[config.mk]
export PLATFORM = sky130hd
export DESIGN_NAME = regfile_wb_arbiter
export DESIGN_NICKNAME = d
export VERILOG_FILES = /design/src/rtl/regfile_wb_arbiter.sv
export SDC_FILE = /design/constraint.sdc
export NUM_CORES = 1
export LEC_CHECK = 0
export BUFFER_PORTS_ARGS = -buffer_cell sky130_fd_sc_hd__buf_2
export CAP_MARGIN = 0
export CORE_AREA = 3 3 180 182
export CTS_BUF_LIST = sky130_fd_sc_hd__clkbuf_8
export DETAILED_ROUTE_END_ITERATION = 10
export DIE_AREA = 0 0 183 185
export PLACE_DENSITY_LB_ADDON = 0.1
export SLEW_MARGIN = 10
export SYNTH_ARGS = -nofsm -noshare
export SYNTH_HDL_FRONTEND = slang
export SYNTH_SLANG_ARGS = --single-unit
export TNS_END_PERCENT = 5
[constraint.sdc]
create_clock -name clk -period 3.3 [get_ports clk]
set_clock_uncertainty 0.05 [all_clocks]
set_input_delay 0.165 -clock clk [delete_from_list [all_inputs] [get_ports clk]]
set_output_delay 0.165 -clock clk [all_outputs]
set_load 0.1 [all_outputs]
[src/rtl/regfile_wb_arbiter.sv]
// regfile_wb_arbiter: round-robin register-file writeback arbiter with WAW scoreboard; REGFILE_WB_BYPASS_EN builds the read bypass.
module regfile_wb_arbiter #(
  parameter int NREQ = 3,
  parameter int XLEN = 64
) (
  input  logic                 clk,
  input  logic                 rst,
  input  logic [NREQ-1:0]      req_valid,
  input  logic [5*NREQ-1:0]    req_rd,
  input  logic [XLEN*NREQ-1:0] req_data,
  output logic [NREQ-1:0]      req_ready,
  output logic                 rf_write,
  output logic [4:0]           rf_rd,
  output logic [XLEN-1:0]      rf_data,
  input  logic                 issue_valid,
  input  logic [4:0]           issue_rd,
  output logic                 issue_ready,
  output logic [31:0]          busy,
  input  logic [4:0]           byp_rs1_addr,
  input  logic [4:0]           byp_rs2_addr,
  output logic                 byp_rs1_hit,
  output logic                 byp_rs2_hit,
  output logic [XLEN-1:0]      byp_rs1_data,
  output logic [XLEN-1:0]      byp_rs2_data
);
  logic [1:0]      last_grant_q, last_grant_d, gnt_idx, idx;
  logic            hs;
  logic [4:0]      win_rd;
  logic [XLEN-1:0] win_data;
  logic            rf_write_q;
  logic [4:0]      rf_rd_q;
  logic [XLEN-1:0] rf_data_q;
  logic [31:0]     busy_q, busy_d;
  // Search starts just past the last winner and takes the first valid requester.
  always_comb begin
    hs = 1'b0;
    gnt_idx = '0;
    idx = '0;
    req_ready = '0;
    for (int k = 1; k <= NREQ; k++) begin
      idx = 2'((int'(last_grant_q) + k) % NREQ);
      if (!hs && req_valid[idx]) begin
        hs = 1'b1;
        gnt_idx = idx;
        req_ready[idx] = 1'b1;
      end
    end
    win_rd = req_rd[5*int'(gnt_idx) +: 5];
    win_data = req_data[XLEN*int'(gnt_idx) +: XLEN];
    last_grant_d = hs ? gnt_idx : last_grant_q;
  end
  // Issue set is applied after the writeback clear so that it wins on a collision.
  always_comb begin
    busy_d = busy_q;
    if (hs) busy_d[win_rd] = 1'b0;
    if (issue_valid && issue_ready) busy_d[issue_rd] = 1'b1;
    busy_d[0] = 1'b0;
  end
  always_ff @(posedge clk or posedge rst) begin
    if (rst) begin
      last_grant_q <= 2'(NREQ - 1);
      rf_write_q   <= 1'b0;
      rf_rd_q      <= '0;
      rf_data_q    <= '0;
      busy_q       <= '0;
    end else begin
      last_grant_q <= last_grant_d;
      rf_write_q   <= hs && (win_rd != 5'd0);
      rf_rd_q      <= hs ? win_rd : rf_rd_q;
      rf_data_q    <= hs ? win_data : rf_data_q;
      busy_q       <= busy_d;
    end
  end
  assign rf_write    = rf_write_q;
  assign rf_rd       = rf_rd_q;
  assign rf_data     = rf_data_q;
  assign busy        = busy_q;
  assign issue_ready = (issue_rd == 5'd0) || !busy_q[issue_rd];
`ifdef REGFILE_WB_BYPASS_EN
  assign byp_rs1_hit  = rf_write_q && (rf_rd_q == byp_rs1_addr) && (byp_rs1_addr != 5'd0);
  assign byp_rs2_hit  = rf_write_q && (rf_rd_q == byp_rs2_addr) && (byp_rs2_addr != 5'd0);
  assign byp_rs1_data = byp_rs1_hit ? rf_data_q : '0;
  assign byp_rs2_data = byp_rs2_hit ? rf_data_q : '0;
`else
  assign byp_rs1_hit  = 1'b0;
  assign byp_rs2_hit  = 1'b0;
  assign byp_rs1_data = '0;
  assign byp_rs2_data = '0;
`endif
endmodule

# Word-level counts from Yosys, hierarchy flattened
# Cells that the tools add are included.
word_totals:
  register_bits: 103
  in_bits: 228
  out_inout_bits: 236
  wordCells: 73
op_classes:
  magnitude_cmp: 10
  div_mod_pow: 3
  multipliers: 1
  reduce_logical: 15
  mux: 29
  add_sub_neg: 3
  shifts: 2
  bitwise_logic: 5
op_table:
  columns: ["op", "count"]
  rows:
  - ["$shiftx A192 B9 Y64", 1]
  - ["$mod A32 B3 Y32 const B", 3]
  - ["$mux W32", 2]
  - ["$and A32 B32 Y32", 1]
  - ["$not A32 Y32", 1]
  - ["$or A32 B32 Y32", 1]
  - ["$shiftx A15 B6 Y5", 1]
  - ["$lt A5 B6 Y1 const B", 2]
  - ["$mux W1", 12]
  - ["$demux W1 S5", 2]
  - ["$ge A5 B1 Y1 const B", 2]
  - ["$logic_and A1 B1 Y1", 9]
  - ["$lt A2 B3 Y1 const B", 3]
  - ["$mux W3", 3]
  - ["$add A2 B2 Y3 const B", 2]
  - ["$bmux W1 S2", 3]
  - ["$demux W1 S2", 3]
  - ["$ge A2 B1 Y1 const B", 3]
  - ["$mux W2", 3]
  - ["$or A3 B3 Y3", 2]
  - ["$bmux W1 S5", 1]
  - ["$logic_not A5 Y1", 1]
  - ["$mul A3 B2 Y5 const A", 1]
  - ["$reduce_bool A5 Y1", 1]
  - ["3 further kinds", 5]

# Longest topological paths before layout
logic_depth:
  ltp_word: 22
  ltp_mapped: 13
  mapped_depth_nobuf: 9

# Worst setup path after synthesis
# OpenSTA, ideal clock, no wires.
synth_timing:
  path_kind: "register to output"
  from: "register last_grant_q[1]"
  to: "output port req_ready[0]"
  arrival_ns: 3.540
  slack_ns: -0.455
  required_ns: 3.085
  path_stages_with_launch: 7
  path_buffers: 2
  path_cell_list: "dfstp_2 ha_1 buf_2 buf_2 o21ai_0 a22oi_1 o21ai_0"
synth_via:
  elab_chain_len: 11
  elab_cells_between_ends: 38
  classes_between: "add/sub: 3; div: 3; order compare: 6; mux: 17; bitwise: 2; reduce/logical: 7"
synth_lines:
  columns: ["item", "line", "text"]
  rows:
  - ["start, declared", "26", "logic [1:0] last_grant_q, last_grant_d, gnt_idx, idx;"]
  - ["start signal, assigned", "61", "last_grant_q <= 2'(NREQ - 1);"]
  - ["start signal, assigned", "67", "last_grant_q <= last_grant_d;"]
  - ["$add A2 B1 Y3", "41", "idx = 2'((int'(last_grant_q) + k) % NREQ);"]
  - ["$mod A32 B3 Y32", "41", null]
  - ["$lt A2 B3 Y1 (not written as such) (tied with other cells)", "45", "req_ready[idx] = 1'b1;"]
  - ["$logic_and A1 B1 Y1 (not written as such) / $mux W1 (equally long branches)", "45, 42", null]
  - ["$mux W1, on equally long branches", "45, 42", null]
  - ["$demux W1 S2 / $logic_not A1 Y1 (equally long branches)", "45, 42", null]
  - ["$mux W3 / $logic_and A1 B1 Y1 (equally long branches)", "42", "if (!hs && req_valid[idx]) begin"]
  - ["$or A3 B3 Y3 (no line) / $mux W1 (equally long branches)", null, null]
  - ["$mux W3 / $logic_not A1 Y1 (equally long branches)", "42", null]
  - ["$or A3 B3 Y3 (no line) / $logic_and A1 B1 Y1 (equally long branches)", null, null]
  - ["$mux W3 *", "42", null]
  - ["end, declared", "11", "output logic [NREQ-1:0] req_ready,"]
# Every way passes the cells marked *; elsewhere a longest branch is shown, timed or not. The select of a mux whose other input is x is not followed.

# Worst setup path in the final report
layout_timing:
  from: "register last_grant_q[0]"
  to: "register rf_data_q[34], in the netlist rf_data[34]"
layout_via:
  elab_chain_len: 12
  elab_cells_between_ends: 23
  classes_between: "add/sub: 3; div: 3; shift: 1; mux: 12; reduce/logical: 4"
layout_lines:
  columns: ["item", "line", "text"]
  rows:
  - ["$add A2 B1 Y3", "41", null]
  - ["$mod A32 B3 Y32", "41", null]
  - ["$bmux W1 S2", "42", null]
  - ["$mux W1 (not written as such)", "42", null]
  - ["$mux W1", "42", null]
  - ["$logic_not A1 Y1", "42", null]
  - ["$logic_and A1 B1 Y1", "42", null]
  - ["$mux W1", "42", null]
  - ["$logic_not A1 Y1", "42", null]
  - ["$logic_and A1 B1 Y1", "42", null]
  - ["$mux W2", "42", null]
  - ["$shiftx A192 B9 Y64", "49", "win_data = req_data[XLEN*int'(gnt_idx) +: XLEN];"]
  - ["end signal, assigned", "70", "rf_data_q <= hs ? win_data : rf_data_q;"]
  - ["end, declared", "32", "logic [XLEN-1:0] rf_data_q;"]
# Parallel ways exist; a longest one is shown, timed or not. The select of a mux whose other input is x is not followed.
# A chain may end at the register's enable or synchronous reset.

==> out/metrics.cfg <==
[status]
status = finished, final reports clean

[setup_path]
reg2reg_from = last_grant_q[0]
start_kind = flip-flop
crit_required_ns = 3.55
r2r_slack_ns = 0.16
reg2reg_depth = 12
arrival_ns = 3.39
endpoint_kind = flip-flop
worstReg2RegEnd = rf_data[34]
crit_type = reg2reg
crit_path_max_fanout = 29

[flow_run]
cap_violations = 0

[synth]
synth_edf_count = 0
ys_ff_latch = 103
synth_area_um2 = 7090
synth.yosys.warnings = 0
ys_async_sr_fraction_pct = 100
synth_cell_types = 68
synth_flop_cell = dfrtp_1
synth.yosys.seq_area_share_pct = 36.4
netlist_instances = 730
syn_avg_cell_area_um2 = 9.71

[floorplan]
num_io_pins = 464
die_h_um = 185
core_area_um2 = 30700
fp-row-count = 64
fp.dieW_um = 183
dieArea_um2 = 33900
start_util_pct = 23.1

[sta]
max_freq_ghz = 0.318
fin_hold_ws_ns = 0.0387
slew_violations = 0
setup-violations-final = 0
period_share_pct = 95.3
relSlewSlack_pct = 56.7
fin_crit_ns = 3.14
worstMarginPinSlew_ns = 0.650
hold_viol_final = 0
rsz0062_at_grt = true

[cts]
numCtsBuffers = 9
clock_latency_ns = 0.40
clockBufferDepth = 2
path_clk_slew_ns = 0.13
cts_root_buffer = clkbuf_8
htree_levels = 3
cts_sinks = 103
cts_tree = yes

[min_path]
min_to = rf_data[2]
holdCritPathClass = in2reg
holdPathStages = 3
worstHoldStart = req_data[2]

[drt]
antenna_left = 0
drc = 0
first_pass_iters = 5
viasPerCell = 4.47
via_count = 6861
avgRoutedWirePerCell_um = 18.4
drt_wl_total_um = 28200
drt-initial-drc-count = 295

[finish]
final_cell_mix = buf_2, conb_1, dfrtp_1
design_area_um2 = 9970
drive_above_1_share_pct = 36.6
areaGrowthSynthToFinish_pct = 40.6
fin_cells = 1534
layout_commonest_cell = buf_2
antenna_cells = 0
finalNetCount = 1365

[grt]
grtUsageTotal_pct = 15.5
antenna_found_initial = 1
grt_pass1_vias = 6783
met3_usage_pct = 3.93
grt_max_degree = 72
grt_pass1_wl_um = 40800
top_usage_layer = met2
grtUsageMet1_pct = 19.4
grt_use_met2_pct = 27.1
overflow = 0

[place]
hpwlAfterDp_um = 21000
routabilityCongestion = 0.808
numPortBuffers = 322
place_area_um2 = 8870
place_inst = 1434

## area by class of cell
type	count	area [um^2]
multi-input combinational	570	3820
clock buffer	10	138
sequential	103	2580
inverter	10	40.0
tap	396	495
timing repair buffer	439	2830
clock inverter	6	67.6
fill	3200	20800
## synth_stat cells, types with 7 or more instances
| cell type | number | area [um^2] |
|---|---|---|
| o21ai_0 | 64 | 320 |
| dfrtp_1 | 102 | 2550 |
| a21o_1 | 32 | 240 |
| nand2_1 | 18 | 67.6 |
| nor2_1 | 48 | 180 |
| o41ai_1 | 24 | 210 |
| mux4_2 | 7 | 158 |
| mux2i_1 | 71 | 711 |
| a22oi_1 | 36 | 270 |
| clkbuf_1 | 26 | 97.6 |
| a211oi_1 | 32 | 240 |
| buf_4 | 135 | 1010 |
| inv_1 | 10 | 37.5 |
| o21ai_1 | 11 | 55.1 |
| buf_2 | 11 | 55.1 |
## state kept, by name, summed over array words and instances, names as in the netlist
signal / flops
rf_write: 1
busy: 31
rf_data: 64
rf_rd: 5
last_grant_q: 2
## how the worst max path moves through the flow
stage	to	cells past startpoint	slack [ns]	start
final	rf_data[34]	12	0.16	last_grant_q[0]
after global routing	busy[12]	11	-0.06	last_grant_q[1]
after CTS	busy[15]	11	0.03	last_grant_q[1]
after detailed placement	busy[28]	9	0.03	last_grant_q[1]
after global placement	busy[15]	11	0.05	last_grant_q[1]
after floorplan	busy[10]	7	-0.36	busy[31]
## per-stage QoR
step / setup WS (ns) / utilization [%] / TNS [ns]
3_3_place_gp: 0.0467 / 28.8 / 0
6_report: 0.156 / 32.4 / 0
4_1_cts: 0.0264 / 32.2 / 0
2_1_floorplan: -0.364 / - / -8.87
5_1_grt: -0.0552 / 32.4 / -0.115
3_5_place_dp: 0.0303 / 28.8 / 0
## worst max-delay path, cell delays in order (launching register included)
cell and delay, ns:
dfrtp_1 0.39, inv_1 0.09, ha_2 0.39, buf_4 0.15, nand2b_1 0.06, o22a_1 0.21, or4_4 0.61, nand2_4 0.12
buf_12 0.20, buf_16 0.24, mux2i_2 0.25, a211oi_1 0.09, a21o_1 0.17
## layer usage
metal | wire length (um) | vias up
li1 | - | 3257
met1 | 11600 | 3274
met2 | 14300 | 306
met3 | 1790 | 22
met4 | 427 | 2
met5 | 13 | -
## logic make-up after synthesis
logic type,Yosys count,synth area share (%)
compound gates,237,24.1
other cells,1,0.0529
buf+inv,188,17.6
simple gates,116,8.37
mux,81,12.7
fa+ha+maj,4,0.706
flops,103,36.4
## repair_timing
item / CTS / global route
hold buffers: 81 / 0
gates resized for setup: 0 / 11
endpoints found under the hold margin: 74 / 0
setup buffers: 0 / 2
setup endpoints to repair: 0 / 33
Power is left out: the tool's default activity adds up to more than one toggle a clock period on the data nets, which glitch-free logic cannot reach.
